$ cat config.mk
export PLATFORM = sky130hd
export DESIGN_NAME = ether_tx_scheduler_flat
export DESIGN_NICKNAME = d
export VERILOG_FILES = /design/src/rtl/ether_tx_scheduler_if.sv /design/src/rtl/ether_tx_scheduler.sv /design/src/flat_wrapper.sv
export SDC_FILE = /design/constraint.sdc
export NUM_CORES = 1
export LEC_CHECK = 0
export CELL_PAD_IN_SITES_DETAIL_PLACEMENT = 1
export CELL_PAD_IN_SITES_GLOBAL_PLACEMENT = 2
export CORE_MARGIN = 2
export CORE_UTILIZATION = 35
export CTS_CLUSTER_DIAMETER = 80
export DETAILED_ROUTE_END_ITERATION = 12
export PLACE_DENSITY_LB_ADDON = 0.2
export SETUP_SLACK_MARGIN = 0.4
export SYNTH_ARGS = -nofsm -noshare
export SYNTH_HDL_FRONTEND = slang
export SYNTH_SLANG_ARGS = --single-unit
$ cat constraint.sdc
create_clock -name clk_125 -period 3.11 [get_ports clk_125]
set_input_delay 0.4665 -clock clk_125 [delete_from_list [all_inputs] [get_ports clk_125]]
set_output_delay 0.4665 -clock clk_125 [all_outputs]
set_load 0.02 [all_outputs]
$ cat src/rtl/ether_tx_scheduler_if.sv
// rtl/ether_tx_scheduler_if.sv - requester, frame generator and status signals of the tx scheduler
interface ether_tx_scheduler_if;
  logic       req_a;
  logic [6:0] data_a;
  logic       req_b;
  logic [6:0] data_b;
  logic       gnt_a;
  logic       gnt_b;
  logic       done_a;
  logic       done_b;
  logic       tx_start;
  logic       tx_id;
  logic [6:0] tx_data;
  logic       tx_en_mon;
  logic       busy;
  logic       err_timeout;

  // master is the scheduler, slave is the requesters plus frame generator side
  modport master (
    input  req_a, data_a, req_b, data_b, tx_en_mon,
    output gnt_a, gnt_b, done_a, done_b, tx_start, tx_id, tx_data, busy, err_timeout
  );

  modport slave (
    output req_a, data_a, req_b, data_b, tx_en_mon,
    input  gnt_a, gnt_b, done_a, done_b, tx_start, tx_id, tx_data, busy, err_timeout
  );
endinterface

$ cat src/rtl/ether_tx_scheduler.sv
// rtl/ether_tx_scheduler.sv - round-robin A/B plus periodic auto frame scheduler for one tx datapath
module ether_tx_scheduler #(
  parameter int IFG_CYCLES    = 12,
  parameter int INTERVAL      = 10000,
  parameter int AUTO_EN       = 1,
  parameter int START_TIMEOUT = 16,
  parameter int MAX_FRAME     = 2047
) (
  input logic                  clk_125,
  input logic                  rst,
  ether_tx_scheduler_if.master bus
);

  localparam int MAX_ST   = (MAX_FRAME > START_TIMEOUT) ? MAX_FRAME : START_TIMEOUT;
  localparam int CNT_MAX  = (MAX_ST > IFG_CYCLES) ? MAX_ST : IFG_CYCLES;
  localparam int CW       = $clog2(CNT_MAX + 1);
  localparam int IW       = $clog2(INTERVAL);

  typedef enum logic [1:0] {IDLE, WAIT_EN, WAIT_END, GAP} state_t;
  typedef enum logic [1:0] {OWN_A, OWN_B, OWN_AUTO} owner_t;

  state_t        state_q, state_d;
  owner_t        owner_q, owner_d;
  logic          last_b_q, last_b_d;
  logic [CW-1:0] cnt_q, cnt_d;
  logic [IW-1:0] ival_q;
  logic          auto_pending_q;
  logic          wrap;
  logic          auto_launch;

  logic          gnt_a_q, gnt_a_d;
  logic          gnt_b_q, gnt_b_d;
  logic          done_a_q, done_a_d;
  logic          done_b_q, done_b_d;
  logic          start_q, start_d;
  logic          err_q, err_d;
  logic          id_q, id_d;
  logic [6:0]    data_q, data_d;
  logic          busy_q;

  assign wrap = (ival_q == IW'(INTERVAL - 1));

  always_comb begin
    state_d     = state_q;
    owner_d     = owner_q;
    last_b_d    = last_b_q;
    cnt_d       = cnt_q;
    id_d        = id_q;
    data_d      = data_q;
    gnt_a_d     = 1'b0;
    gnt_b_d     = 1'b0;
    done_a_d    = 1'b0;
    done_b_d    = 1'b0;
    start_d     = 1'b0;
    err_d       = 1'b0;
    auto_launch = 1'b0;

    case (state_q)
      IDLE: begin
        cnt_d = '0;
        // A wins alone, or on a tie when B was served last
        if (bus.req_a && (!bus.req_b || last_b_q)) begin
          gnt_a_d  = 1'b1;
          start_d  = 1'b1;
          id_d     = 1'b0;
          data_d   = bus.data_a;
          owner_d  = OWN_A;
          last_b_d = 1'b0;
          state_d  = WAIT_EN;
        end else if (bus.req_b) begin
          gnt_b_d  = 1'b1;
          start_d  = 1'b1;
          id_d     = 1'b1;
          data_d   = bus.data_b;
          owner_d  = OWN_B;
          last_b_d = 1'b1;
          state_d  = WAIT_EN;
        end else if (auto_pending_q) begin
          auto_launch = 1'b1;
          start_d     = 1'b1;
          id_d        = 1'b0;
          data_d      = 7'd0;
          owner_d     = OWN_AUTO;
          state_d     = WAIT_EN;
        end
      end

      WAIT_EN: begin
        if (bus.tx_en_mon) begin
          cnt_d   = '0;
          state_d = WAIT_END;
        end else if (cnt_q == CW'(START_TIMEOUT - 1)) begin
          err_d   = 1'b1;
          cnt_d   = '0;
          state_d = GAP;
        end else begin
          cnt_d = cnt_q + 1'b1;
        end
      end

      WAIT_END: begin
        if (!bus.tx_en_mon) begin
          done_a_d = (owner_q == OWN_A);
          done_b_d = (owner_q == OWN_B);
          cnt_d    = '0;
          state_d  = GAP;
        end else if (cnt_q == CW'(MAX_FRAME - 1)) begin
          err_d   = 1'b1;
          cnt_d   = '0;
          state_d = GAP;
        end else begin
          cnt_d = cnt_q + 1'b1;
        end
      end

      GAP: begin
        if (cnt_q == CW'(IFG_CYCLES - 1)) begin
          cnt_d   = '0;
          state_d = IDLE;
        end else begin
          cnt_d = cnt_q + 1'b1;
        end
      end

      default: begin
        cnt_d   = '0;
        state_d = IDLE;
      end
    endcase
  end

  always_ff @(posedge clk_125) begin
    if (rst) begin
      state_q  <= IDLE;
      owner_q  <= OWN_AUTO;
      last_b_q <= 1'b1;
      cnt_q    <= '0;
      gnt_a_q  <= 1'b0;
      gnt_b_q  <= 1'b0;
      done_a_q <= 1'b0;
      done_b_q <= 1'b0;
      start_q  <= 1'b0;
      err_q    <= 1'b0;
      id_q     <= 1'b0;
      data_q   <= 7'd0;
      busy_q   <= 1'b0;
    end else begin
      state_q  <= state_d;
      owner_q  <= owner_d;
      last_b_q <= last_b_d;
      cnt_q    <= cnt_d;
      gnt_a_q  <= gnt_a_d;
      gnt_b_q  <= gnt_b_d;
      done_a_q <= done_a_d;
      done_b_q <= done_b_d;
      start_q  <= start_d;
      err_q    <= err_d;
      id_q     <= id_d;
      data_q   <= data_d;
      busy_q   <= (state_d != IDLE);
    end
  end

  // a wrap on the launch cycle re-arms the pending flag, so only one auto frame is ever queued
  always_ff @(posedge clk_125) begin
    if (rst) begin
      ival_q         <= '0;
      auto_pending_q <= 1'b0;
    end else begin
      ival_q <= wrap ? '0 : ival_q + 1'b1;
      if (wrap && (AUTO_EN != 0)) begin
        auto_pending_q <= 1'b1;
      end else if (auto_launch) begin
        auto_pending_q <= 1'b0;
      end
    end
  end

  assign bus.gnt_a       = gnt_a_q;
  assign bus.gnt_b       = gnt_b_q;
  assign bus.done_a      = done_a_q;
  assign bus.done_b      = done_b_q;
  assign bus.tx_start    = start_q;
  assign bus.tx_id       = id_q;
  assign bus.tx_data     = data_q;
  assign bus.busy        = busy_q;
  assign bus.err_timeout = err_q;

endmodule

$ cat src/flat_wrapper.sv
// flat-port wrapper written by rule: the top's interface ports become plain ports
module ether_tx_scheduler_flat 
#(
  parameter int IFG_CYCLES    = 12,
  parameter int INTERVAL      = 10000,
  parameter int AUTO_EN       = 1,
  parameter int START_TIMEOUT = 16,
  parameter int MAX_FRAME     = 2047
)
  (clk_125, rst, bus_req_a, bus_data_a, bus_req_b, bus_data_b, bus_tx_en_mon, bus_gnt_a, bus_gnt_b, bus_done_a, bus_done_b, bus_tx_start, bus_tx_id, bus_tx_data, bus_busy, bus_err_timeout);
  ether_tx_scheduler_if bus_i ();
  input logic clk_125;
  input logic rst;
  input wire logic [$bits(bus_i.req_a)-1:0] bus_req_a;
  input wire logic [$bits(bus_i.data_a)-1:0] bus_data_a;
  input wire logic [$bits(bus_i.req_b)-1:0] bus_req_b;
  input wire logic [$bits(bus_i.data_b)-1:0] bus_data_b;
  input wire logic [$bits(bus_i.tx_en_mon)-1:0] bus_tx_en_mon;
  output wire logic [$bits(bus_i.gnt_a)-1:0] bus_gnt_a;
  output wire logic [$bits(bus_i.gnt_b)-1:0] bus_gnt_b;
  output wire logic [$bits(bus_i.done_a)-1:0] bus_done_a;
  output wire logic [$bits(bus_i.done_b)-1:0] bus_done_b;
  output wire logic [$bits(bus_i.tx_start)-1:0] bus_tx_start;
  output wire logic [$bits(bus_i.tx_id)-1:0] bus_tx_id;
  output wire logic [$bits(bus_i.tx_data)-1:0] bus_tx_data;
  output wire logic [$bits(bus_i.busy)-1:0] bus_busy;
  output wire logic [$bits(bus_i.err_timeout)-1:0] bus_err_timeout;
  assign bus_i.req_a = bus_req_a;
  assign bus_i.data_a = bus_data_a;
  assign bus_i.req_b = bus_req_b;
  assign bus_i.data_b = bus_data_b;
  assign bus_i.tx_en_mon = bus_tx_en_mon;
  assign bus_gnt_a = bus_i.gnt_a;
  assign bus_gnt_b = bus_i.gnt_b;
  assign bus_done_a = bus_i.done_a;
  assign bus_done_b = bus_i.done_b;
  assign bus_tx_start = bus_i.tx_start;
  assign bus_tx_id = bus_i.tx_id;
  assign bus_tx_data = bus_i.tx_data;
  assign bus_busy = bus_i.busy;
  assign bus_err_timeout = bus_i.err_timeout;
  ether_tx_scheduler #(.IFG_CYCLES(IFG_CYCLES), .INTERVAL(INTERVAL), .AUTO_EN(AUTO_EN), .START_TIMEOUT(START_TIMEOUT), .MAX_FRAME(MAX_FRAME)) u_core (.clk_125(clk_125), .rst(rst), .bus(bus_i));
endmodule
==> parameters.txt <==
Parameter                              Value

STA
  Worst slew slack as a fraction of its limit    34.3%
  Final clock period utilization by the worst path    71.0%
  Smallest hold slack    roughly 470 ps
  Final setup violation count    0
  Max Freq    453 MHz
  Fin. max-slew vios    0
  Worst Clk Skew    approximately 14 ps
  Least-Margin Pin Slew    just under 1000 ps
  Minimum clock period after layout    between 2000 and 2500 ps
  Smallest setup slack after layout    ~900 ps
  Setup TNS    0 ps
  Hold violation count in the final report    0
  RSZ-0062 raised after global routing    no

Worst setup path
  Critical-path top delay cell    sky130_fd_sc_hd__or4bb_4
  Critical path's top delay family    compound AO/OA/AOI/OAI gates
  Max Fanout on Critical Path    5
  Critical Path, Cell by Cell    inv_1 -> ha_1 -> or4bb_4 -> o31a_1 -> a2111oi_4 -> o221ai_2
  Buffer and inverter count on the worst path    1
  Required time at the endpoint of the critical path    between 3000 and 4000 ps
  CP max stage delay    520 ps
  Critical path capture point type    flip-flop
  WP data arrival    2380 ps
  Type of the worst setup path    flip-flop to flip-flop
  Startpoint kind of the worst setup timing path    flip-flop

Synth
  Number of instances in the synthesized netlist    229
  Syn Std Cell Area    0.00210 mm2
  Seq/Total Area, Yosys    42.8%
  Net count after synthesis    approximately 260
  Fraction of registers with async set or reset after synthesis    0%
  Main synth FF type    sky130_fd_sc_hd__dfxtp_1
  Count of synthesis-stage warnings from yosys    0
  Average cell area after synthesis    9.19 um2
  Count of flip-flops with a built-in enable after synthesis    0
  Flip-flop and latch count after synthesis    45
  Synth cell types    between 40 and 50

Job
  Max-cap violation count    0

Route
  Via-per-instance ratio    just under 5
  Total number of vias    1685
  Post-detailed-route DRC marker count    0
  Overall routed net length    between 4 and 5 mm
  Antenna-violating nets left    0
  Wire length per cell    14.0 um
  Number of DRC markers after the initial detailed-route iteration    40
  Detailed Routing Iterations Pass 1    4

CTS
  Clock tree from TritonCTS    done
  Hold bufs inserted after CTS    0
  H-tree levels    2
  Total CTS buffers    5
  Worst skew pair latency    300 ps
  Clock-pin slew of the registers on the worst-case setup and hold paths    80 ps
  CTS-repair resized insts    0
  Clock Tree Buf Depth    2
  Master cell of the clock root buffer    sky130_fd_sc_hd__clkbuf_8
  Clock sink count    45
  Postcts setup bufs    0

Die
  Area of the core    0.00585 mm2
  Number of primary I/O pins    34
  Row Count    28
  Initial Utilization    36.0%
  Height of the die    ~82 um
  Floorplan die width    81.5 um
  Die Outline Area    about 0.0066 mm2

Pwr
  P_sw    roughly 550 uW
  Portion of total power attributed to the clock network    29.2%
  Power density cells    a little under 700 mW/mm2
  Pleak    0.000928 uW
  Combinational share of power    31.0%
  Sequential cell fraction of total power    39.8%
  VDD IR-drop max    around 0.00037 V
  Net switching share of the total power    30.9%
  Internal Pwr Total    1230 uW

Status
  Run status    completed

Cells and area
  Area added between synthesis and finish    25.3%
  Final-stage net count    290
  Finished layout cell area    approximately 0.0026 mm2
  Fraction of final layout cells sized beyond drive strength 1    about 6.4%
  Antenna diode count    0
  Post-Route Utilization    between 40% and 50%

GRT
  Final global-route overflow total    0
  GRT met3 Usage    3.74%
  Met1 Use GR    19.4%
  Number of global-route vias before repair    1742
  Number of antenna violations at the first check in global routing    0
  Most crowded layer after global routing    met2
  Maximum number of pins on one net before global-route repair    18
  First-pass GRT wire length    8.24 mm
  Total global-route track usage    between 15 and 20%
  Met2 Track Usage GR    between 20% and 30%

Placement
  Weighted congestion at the end of routability-driven global placement    0.740
  IO buf count    33
  Setup Slack @ Placement    780 ps
  Placement-stage cell area    0.00250 mm2
  HPWL reported at the end of detailed placement    approximately 3.6 mm

Hold path
  Path class of the lowest-slack min-delay path    flip-flop to flip-flop
-- power groups by stage --
stage | clock network [uW] | logic [uW] | registers [uW]
floorplan | 0 | 307 | 776
global placement | 0 | 554 | 723
detailed placement | 0 | 563 | 725
CTS | 536 | 563 | 711
global route | 562 | 612 | 720
finish | 520 | 552 | 709
-- cell type report --
cell class | count | area, um2
multi-input cells | 168 | 1140
inverters | 9 | 33.8
clock inverters | 3 | 65.1
well taps | 75 | 93.8
fillers | 676 | 3210
clock buffers | 5 | 68.8
repair buffers | 34 | 338
flip-flops and latches | 45 | 901
-- cell usage in the layout, fill, tap and decap left out, drive strengths merged, types with 8 or more instances in the layout --
cell,netlist,layout
a211oi,8,8
and2,8,8
clkdlybuf4s50,0,33
dfxtp,45,45
ha,8,8
inv,9,9
nand2,12,12
nand3,8,8
nor2,36,36
nor3,10,10
xnor2,14,14
-- Yosys cell counts, types with 4 or more instances --
master | instances | area [um2]
sky130_fd_sc_hd__and3_1 | 4 | 25.0
sky130_fd_sc_hd__inv_1 | 9 | 33.8
sky130_fd_sc_hd__xnor2_1 | 14 | 123
sky130_fd_sc_hd__clkbuf_1 | 5 | 18.8
sky130_fd_sc_hd__nor2_1 | 36 | 135
sky130_fd_sc_hd__xor2_1 | 7 | 61.3
sky130_fd_sc_hd__nand3_1 | 8 | 40.0
sky130_fd_sc_hd__a211oi_1 | 8 | 60.1
sky130_fd_sc_hd__ha_1 | 8 | 100
sky130_fd_sc_hd__nor3_1 | 10 | 50.1
sky130_fd_sc_hd__nand2_1 | 11 | 41.3
sky130_fd_sc_hd__mux2i_1 | 7 | 70.1
sky130_fd_sc_hd__dfxtp_1 | 45 | 901
sky130_fd_sc_hd__and2_1 | 8 | 50.1
sky130_fd_sc_hd__nand4_1 | 6 | 37.5
-- cell families (layout without fill, tap and decap cells) --
kind of cell               count (synthesis)  count (layout)  synth area share, %
buffers and inverters                     16              51                 3.21
xor gates and xnor gates                  21              21                 8.74
muxes                                      7               7                 3.33
DFF                                       45              45                 42.8
and+or+nand+nor                          103             103                 25.4
adders and majority gates                  8               8                 4.76
AOI/OAI and AO/OA                         29              29                 11.7
-- per-layer routing --
layer  vias up  share of wire (%)
met5         -                  0
met4         0                1.4
met3         5                3.1
met2        18                 49
met1       795                 46
li1        867                  -
-- through the flow --
step	power, uW	instances
5_1_grt	1890	339
2_1_floorplan	1080	229
6_report	1780	339
3_5_place_dp	1290	331
3_3_place_gp	1280	331
4_1_cts	1810	339
-- final timing paths --
path / start / to / slack, ps / depth (start not counted)
max reg2reg: u_core.state_q[1] / u_core.bus.busy / 900 / 6
min: u_core.owner_q[1] / u_core.bus.done_a / 470 / 1
min reg2reg: u_core.owner_q[1] / u_core.bus.done_a / 470 / 1
max: u_core.state_q[1] / u_core.bus.busy / 900 / 6
-- registers in the layout (all words and copies together) (netlist names) --
name / count
u_core.bus.tx_start: 1
u_core.cnt_q: 11
u_core.auto_pending_q: 1
u_core.state_q: 2
u_core.bus.tx_data: 7
u_core.bus.busy: 1
u_core.ival_q: 14
u_core.bus.err_timeout: 1
u_core.last_b_q: 1
u_core.bus.gnt_a: 1
u_core.bus.done_a: 1
u_core.owner_q: 2
u_core.bus.done_b: 1
u_core.bus.gnt_b: 1
No activity file was read; power rests on OpenSTA's default activity.
